## config.mk

```make
export PLATFORM = sky130hd
export DESIGN_NAME = hazard_detection_unit
export DESIGN_NICKNAME = d
export VERILOG_FILES = /design/src/rtl/hazard_detection_unit.sv
export SDC_FILE = /design/constraint.sdc
export NUM_CORES = 1
export LEC_CHECK = 0
export ABC_AREA = 1
export CAP_MARGIN = 0
export CORE_ASPECT_RATIO = 0.5
export CORE_MARGIN = 4
export CORE_UTILIZATION = 40
export CTS_BUF_LIST = sky130_fd_sc_hd__clkbuf_8
export DETAILED_ROUTE_END_ITERATION = 7
export PLACE_DENSITY_LB_ADDON = 0.25
export SLEW_MARGIN = 0
export SYNTH_ARGS = -nofsm -noshare
export SYNTH_HDL_FRONTEND = slang
export SYNTH_SLANG_ARGS = --single-unit
```

## constraint.sdc

```tcl
create_clock -name clk -period 3.33 [get_ports clk]
set_input_delay 0.8325 -clock clk [delete_from_list [all_inputs] [get_ports clk]]
set_output_delay 0.8325 -clock clk [all_outputs]
set_load 0.01 [all_outputs]
```

## src/rtl/hazard_detection_unit.sv

```systemverilog
// Hazard detection unit for the 5-stage, 16-register core.
// Stalls PC and IF/ID and injects ID/EX bubbles for load-use and ID-resolved
// branch dependencies, flushes IF/ID on taken branches, freezes the pipeline
// during memory misses (deferring branch flushes across the freeze), and keeps
// saturating stall and bubble counters.
module hazard_detection_unit #(
    parameter int unsigned CNT_W = 16
) (
    input  logic             clk,
    input  logic             rst,
    input  logic [3:0]       IFID_Rs,
    input  logic [3:0]       IFID_Rt,
    input  logic             IFID_UsesRt,
    input  logic             IFID_Branch,
    input  logic             branch_taken,
    input  logic             IDEX_MemRead,
    input  logic             IDEX_RegWrite,
    input  logic [3:0]       IDEX_Rd,
    input  logic             EXMem_MemRead,
    input  logic [3:0]       EXMem_Rd,
    input  logic             mem_stall,
    input  logic             cnt_clr,
    output logic             PC_write,
    output logic             IFID_write,
    output logic             IDEX_bubble,
    output logic             IFID_flush,
    output logic             freeze,
    output logic [CNT_W-1:0] stall_cycles,
    output logic [CNT_W-1:0] bubble_count
);

    typedef enum logic {
        StRun    = 1'b0,
        StFreeze = 1'b1
    } state_e;

    state_e     r_state;
    state_e     w_state_next;
    logic       r_flush_pend;
    logic       w_flush_pend_next;

    logic       w_idex_rd_nz;
    logic       w_exmem_rd_nz;
    logic       w_load_use;
    logic       w_br_dep_ex;
    logic       w_br_dep_mem;
    logic       w_br_dep;
    logic       w_br_go;

    logic       w_pc_write;
    logic       w_ifid_write;
    logic       w_bubble;
    logic       w_flush;
    logic       w_freeze;

    logic [CNT_W-1:0] r_stall_cycles;
    logic [CNT_W-1:0] r_bubble_count;

    // Register 0 is hardwired to zero, so it never carries a dependency.
    assign w_idex_rd_nz  = (IDEX_Rd != 4'd0);
    assign w_exmem_rd_nz = (EXMem_Rd != 4'd0);

    // Load in EX feeding a source of the instruction in ID: data arrives too late to forward.
    assign w_load_use = IDEX_MemRead & w_idex_rd_nz &
                        ((IDEX_Rd == IFID_Rs) | (IFID_UsesRt & (IDEX_Rd == IFID_Rt)));

    // Branches compare Rs in ID, so any producer still in EX, or a load still in MEM, blocks them.
    assign w_br_dep_ex  = IDEX_RegWrite & w_idex_rd_nz & (IDEX_Rd == IFID_Rs);
    assign w_br_dep_mem = EXMem_MemRead & w_exmem_rd_nz & (EXMem_Rd == IFID_Rs);
    assign w_br_dep     = IFID_Branch & (w_br_dep_ex | w_br_dep_mem);

    // branch_taken is only trustworthy once the branch operand is resolved.
    assign w_br_go = branch_taken & IFID_Branch & ~w_br_dep;

    // Next-state and control outputs; priority is freeze, then flush, then stall.
    always_comb begin
        w_pc_write        = 1'b1;
        w_ifid_write      = 1'b1;
        w_bubble          = 1'b0;
        w_flush           = 1'b0;
        w_freeze          = 1'b0;
        w_state_next      = r_state;
        w_flush_pend_next = r_flush_pend;

        if (mem_stall) begin
            w_freeze     = 1'b1;
            w_pc_write   = 1'b0;
            w_ifid_write = 1'b0;
            w_state_next = StFreeze;
            // Entering a freeze captures a fresh branch decision; inside one we accumulate.
            if (r_state == StRun) begin
                w_flush_pend_next = w_br_go;
            end else begin
                w_flush_pend_next = r_flush_pend | w_br_go;
            end
        end else begin
            // Leaving a freeze takes the RUN rules in the same cycle, so a deferred flush fires now.
            w_state_next = StRun;
            if (w_br_go || r_flush_pend) begin
                w_flush           = 1'b1;
                w_flush_pend_next = 1'b0;
            end else if (w_load_use || w_br_dep) begin
                w_pc_write   = 1'b0;
                w_ifid_write = 1'b0;
                w_bubble     = 1'b1;
            end
        end

        // Reset overrides the controls combinationally so it takes effect without an edge.
        if (rst) begin
            w_pc_write   = 1'b1;
            w_ifid_write = 1'b1;
            w_bubble     = 1'b0;
            w_flush      = 1'b0;
            w_freeze     = 1'b0;
        end
    end

    assign PC_write    = w_pc_write;
    assign IFID_write  = w_ifid_write;
    assign IDEX_bubble = w_bubble;
    assign IFID_flush  = w_flush;
    assign freeze      = w_freeze;

    // State register and deferred-flush flag.
    always_ff @(posedge clk or posedge rst) begin
        if (rst) begin
            r_state      <= StRun;
            r_flush_pend <= 1'b0;
        end else begin
            r_state      <= w_state_next;
            r_flush_pend <= w_flush_pend_next;
        end
    end

    // Saturating performance counters; clear wins over increment.
    always_ff @(posedge clk or posedge rst) begin
        if (rst) begin
            r_stall_cycles <= '0;
            r_bubble_count <= '0;
        end else if (cnt_clr) begin
            r_stall_cycles <= '0;
            r_bubble_count <= '0;
        end else begin
            if (!w_pc_write && (r_stall_cycles != '1)) begin
                r_stall_cycles <= r_stall_cycles + 1'b1;
            end
            if (w_bubble && (r_bubble_count != '1)) begin
                r_bubble_count <= r_bubble_count + 1'b1;
            end
        end
    end

    assign stall_cycles = r_stall_cycles;
    assign bubble_count = r_bubble_count;

endmodule

```

After elaboration in Yosys (flattened, before gate mapping)
Cells that the tools add are included.

storage, ports and cells
  input port bits = 26
  memories kept = 0
  bits in latches = 0
  register bits after elaboration = 34
  logic and storage cells = 55
  memory bits (read-only) = 0
  bits in writable memories = 0
  output and inout bits = 37

cells by class
  shifts and indexed selects = 0
  reduce and logical (&&, ||, !) cells = 10
  magnitude comparators = 0
  equality and inequality tests = 5
  bitwise operators = 14
  add/subtract/negate cells = 2
  muxes and demuxes = 20
  multiply operators = 0
  div/mod/pow operators = 0

operators by type and width
  kind                                                             number
  16-bit two-way mux                                               4
  16-bit by 1-bit adder with 16-bit output, second input constant  2
  16-bit != test, second input constant                            2
  1-bit two-way mux                                                16
  4-bit == test                                                    3
  1-bit AND                                                        10
  4-bit nonzero test                                               2
  2-bit nonzero test                                               3
  1-bit OR                                                         3
  1-bit logical AND                                                2
  1-bit logical OR                                                 2
  1-bit zero test                                                  1
  1-bit inverter                                                   1

Depth between registers and ports, before layout
  word-level depth = 15
  depth in mapped cells = 14
  depth with buffers taken out = 13

Least setup slack after synthesis
Ideal clock, no wire load.

  path type = input-to-output
  start = input rst
  end = output PC_write
  path buffers = 2
  data arrival time = 2.451 ns
  required time = 2.497 ns
  stages = 6
  slack = 0.046 ns
  cells stage by stage = inv_1 nand3_1 nand2_4 buf_2 inv_1 buf_4

on the way
  longest elaborated chain between the ends = 1

ends and longest elaborated chain
  what                RTL line  text
  start: declaration  10        input logic rst,
  1-bit two-way mux   n/a
  end: declaration    23        output logic PC_write,

Every way passes these cells.

Final worst setup path
  start = input EXMem_Rd[1]
  end = output IFID_flush

on the way
  longest elaborated chain between the ends = 11
  elaborated cells between the ends (all ways) = 12
  classes of those cells = 1 x eq/ne; 3 x mux; 6 x bitwise; 2 x reduce/logical

ends and longest elaborated chain
  what                   RTL line  text
  start: declaration     20        input logic [3:0] EXMem_Rd,
  4-bit nonzero test     61        assign w_exmem_rd_nz = (EXMem_Rd != 4'd0);
  1-bit AND              69        assign w_br_dep_mem = EXMem_MemRead & w_exmem_rd_nz & (EXMem_Rd == IFID_Rs);
  1-bit AND (*)          69
  1-bit OR (*)           70        assign w_br_dep = IFID_Branch & (w_br_dep_ex | w_br_dep_mem);
  1-bit AND (*)          70
  1-bit inverter (*)     73        assign w_br_go = branch_taken & IFID_Branch & ~w_br_dep;
  1-bit AND (*)          73
  1-bit logical OR (*)   99        if (w_br_go || r_flush_pend) begin
  1-bit two-way mux (*)  99
  1-bit two-way mux (*)  85        if (mem_stall) begin
  1-bit two-way mux (*)  110       if (rst) begin
  end: declaration       26        output logic IFID_flush,

Every way passes the cells marked *; elsewhere a longest branch is shown, timed or not.

==> results.yml <==
cts:
  cts_max_path_buffers: 2
  cts_tree: "yes"
  postCtsHoldBufs: 0
  cts_root_buf: "clkbuf_8"
  clk_latency_ps: 290
  clk_pin_slew_ps: 70
  htreeDepth: 2
  cts.sinks: 34
  numCtsBuffers: 5
job:
  drv_cap: 0
pwr:
  p_leak_nw: 1.83
  p_per_area_nw_per_um2: 257
  peakVddDrop_mv: 0.140
  power_uw: 864
outcome:
  status: "complete, no violations"
setup_path:
  crit_arrival_ps: 2330
  crit_path_frequent_cell: "nand2_1"
  cp_max_fo: 3
  cp-end-kind: "primary output"
  crit_chain: "clkdlybuf4s50_1 -> nor2_1 -> nand2_1 -> nand2_1 -> nand2_1 -> nand3_1 -> nand3_2 -> nand2_2 -> inv_2 -> buf_4 -> nor3_1 -> buf_2"
  startpoint_type: "primary input"
  cp_data_required_time_ps: 2500
  slowest_delay_ps: 440
  cp_slowest_cell: "clkdlybuf4s50_1"
  crit_type: "in -> out"
synth:
  syn_avg_cell_area_sq_um: 6.93
  ys.flop_type: "dfrtp_1"
  syn_inst: 367
  syn_nets: 395
  synth_edf_count: 0
  synth_area_sq_um: 2540
  synth.largest_area_cell: "dfrtp_1"
  ys_ff_latch: 34
  synth_commonest_cells: "nand2_1, inv_1, nand3_1"
  synth_top_area_share_pct: 33.4
  ys_async_sr_fraction_pct: 100
  yosys_warnings: 0
  synth_most_common_cell: "nand2_1"
  synth_area_leaders: "dfrtp_1, nand2_1, nand3_1, nand4_1, inv_1"
  ys_types: 31
  yosysSeqAreaShare_pct: 33.4
timing:
  slew_viol_final: 0
  fmax_mhz: 316
  worst_slack_ps: 168
  rsz0062_at_grt: "false"
  hold_slack_ps: 526
  fin_crit_sh_pct: 95.0
  final-hold-violation-count: 0
  finClkSkew_ps: 2.27
  fin_crit_ps: 3160
  worst_slew_pin_slew_ps: 537
  setup_viol: 0
  relSlewSlack_pct: 64.1
global_routing:
  antenna_found_initial: 0
  use_met1_pct: 20.4
  grt_usage_pct: 17.5
  first_global_vias: 2480
  grt_max_degree: 33
  gr-usage-met3_pct: 4.24
  use_met2_pct: 31.8
  grt_pass1_wl_mm: 11.2
  grt_remaining_overflow: 0
  busiest_layer: "met2"
cells_and_area:
  drive_above_1_share_pct: 10.6
  fin_area_sq_um: 3360
  nNetsFinal: 461
  fillers: 601
  diodes: 0
  area_growth_pct: 32.0
  finalNonFillerCells: 520
routing:
  routed_wl_mm: 6.66
  num_vias: 2598
  ant_nets: 0
  first_iter_violations: 139
  first_pass_iters: 4
  routed_via_density: 5.00
  avgRoutedWirePerCell_microns: 12.8
  drc: 0
placed_design:
  io_buffers: 62
  dp_hpwl_mm: 4.84
  place_inst: 514
  dp_slack_ps: -298
  placed_cell_area_sq_um: 3280
  globalplace.congestion: 0.843
floorplan:
  fp-row-count: 20
  die_y_microns: 64.4
  dieArea_sq_um: 7780
  die_x_microns: 121
  start_util_pct: 41.7
  io_pins: 63
  core_area_sq_um: 6110
min_path:
  min-delay-path-class: "reg -> reg"
logic make-up (layout without fill, tap and decap cells):
family                     Yosys count  count (layout)  share of synthesized area, %
DFF                                 34              34                          33.4
AOI/OAI and AO/OA                    7               7                          1.72
and+or+nand+nor                    227             227                          43.5
adders and majority gates            2               2                         0.984
buffers and inverters               71             136                          11.4
xor gates and xnor gates            26              26                          8.95
layout make-up:
| class | count | area (sq um) | share of cell area, % |
|---|---|---|---|
| well taps | 88 | 110 | 3.28 |
| multi-input cells | 262 | 1420 | 42.3 |
| clock buffers | 6 | 82.6 | 2.46 |
| inverters | 57 | 214 | 6.37 |
| flip-flops and latches | 34 | 851 | 25.3 |
| repair buffers | 73 | 681 | 20.3 |
where the power goes:
part / leakage [nW] / switching, mW / internal [mW] / total [mW]
registers: 0.471 / 0.00309 / 0.416 / 0.419
logic: 1.32 / 0.0761 / 0.0570 / 0.133
clock network: 0.0431 / 0.152 / 0.160 / 0.311
total: 1.83 / 0.231 / 0.633 / 0.864
state kept, by name, summed over array words and instances (netlist names):
signal        count
bubble_count     16
stall_cycles     16
r_flush_pend      1
r_state           1
worst paths after layout:
path,cells after the start,end,from,slack [ps]
max,12,IFID_flush,EXMem_Rd[1],170
min,2,r_flush_pend,r_state,530
max reg2reg,9,bubble_count[3],bubble_count[0],1180
min reg2reg,2,r_flush_pend,r_state,530
max in group asynchronous,3,stall_cycles[7],rst,1980
min in group asynchronous,3,r_state,rst,1130
cell usage in the layout, fill, tap and decap left out, types with 2 or more instances in the layout:
cell type / n
buf_4: 11
xnor2_1: 5
nor2_1: 25
inv_2: 5
dlygate4sd2_1: 6
clkbuf_2: 3
nand3_1: 45
ha_1: 2
nand2_1: 96
nand4_1: 36
nand2_4: 2
clkbuf_8: 6
nand2_2: 5
nand3_2: 4
nor3_1: 4
dlymetal6s2s_1: 2
a21oi_1: 2
nor3_4: 2
dfrtp_1: 34
nor2_2: 3
clkdlybuf4s50_1: 50
o21ai_0: 2
inv_1: 52
xor2_1: 21
per-layer routing:
metal  vias to the layer above  wire (microns)  share of wire [%]
met5                         -               0                  0
met4                         0              68                1.0
met3                         7             401                6.0
met2                        59            3270                 49
met1                      1224            2920                 44
li1                       1308               -                  -
what timing repair did:
item                                    4_1_cts  5_1_grt
hold endpoints to repair                      0        0
buffers inserted                              0        0
endpoints found under the setup margin        4        4
cloned                                        0        0
gates resized for setup                      14       14
pin swaps                                     3        6
through the flow:
| stage | util (%) | setup TNS (ps) |
|---|---|---|
| floorplan | - | 0 |
| global placement | 53.7 | -1060 |
| detailed placement | 53.7 | -1140 |
| CTS | 55.0 | -52.6 |
| global route | 55.0 | 0 |
| finish | 55.0 | 0 |
critical path, delay by kind of cell:
family                 cells  cell delay [ps]
buffers and inverters      4              780
and+or+nand+nor            8              710
Note: power is estimated with default switching activity, not from simulation.
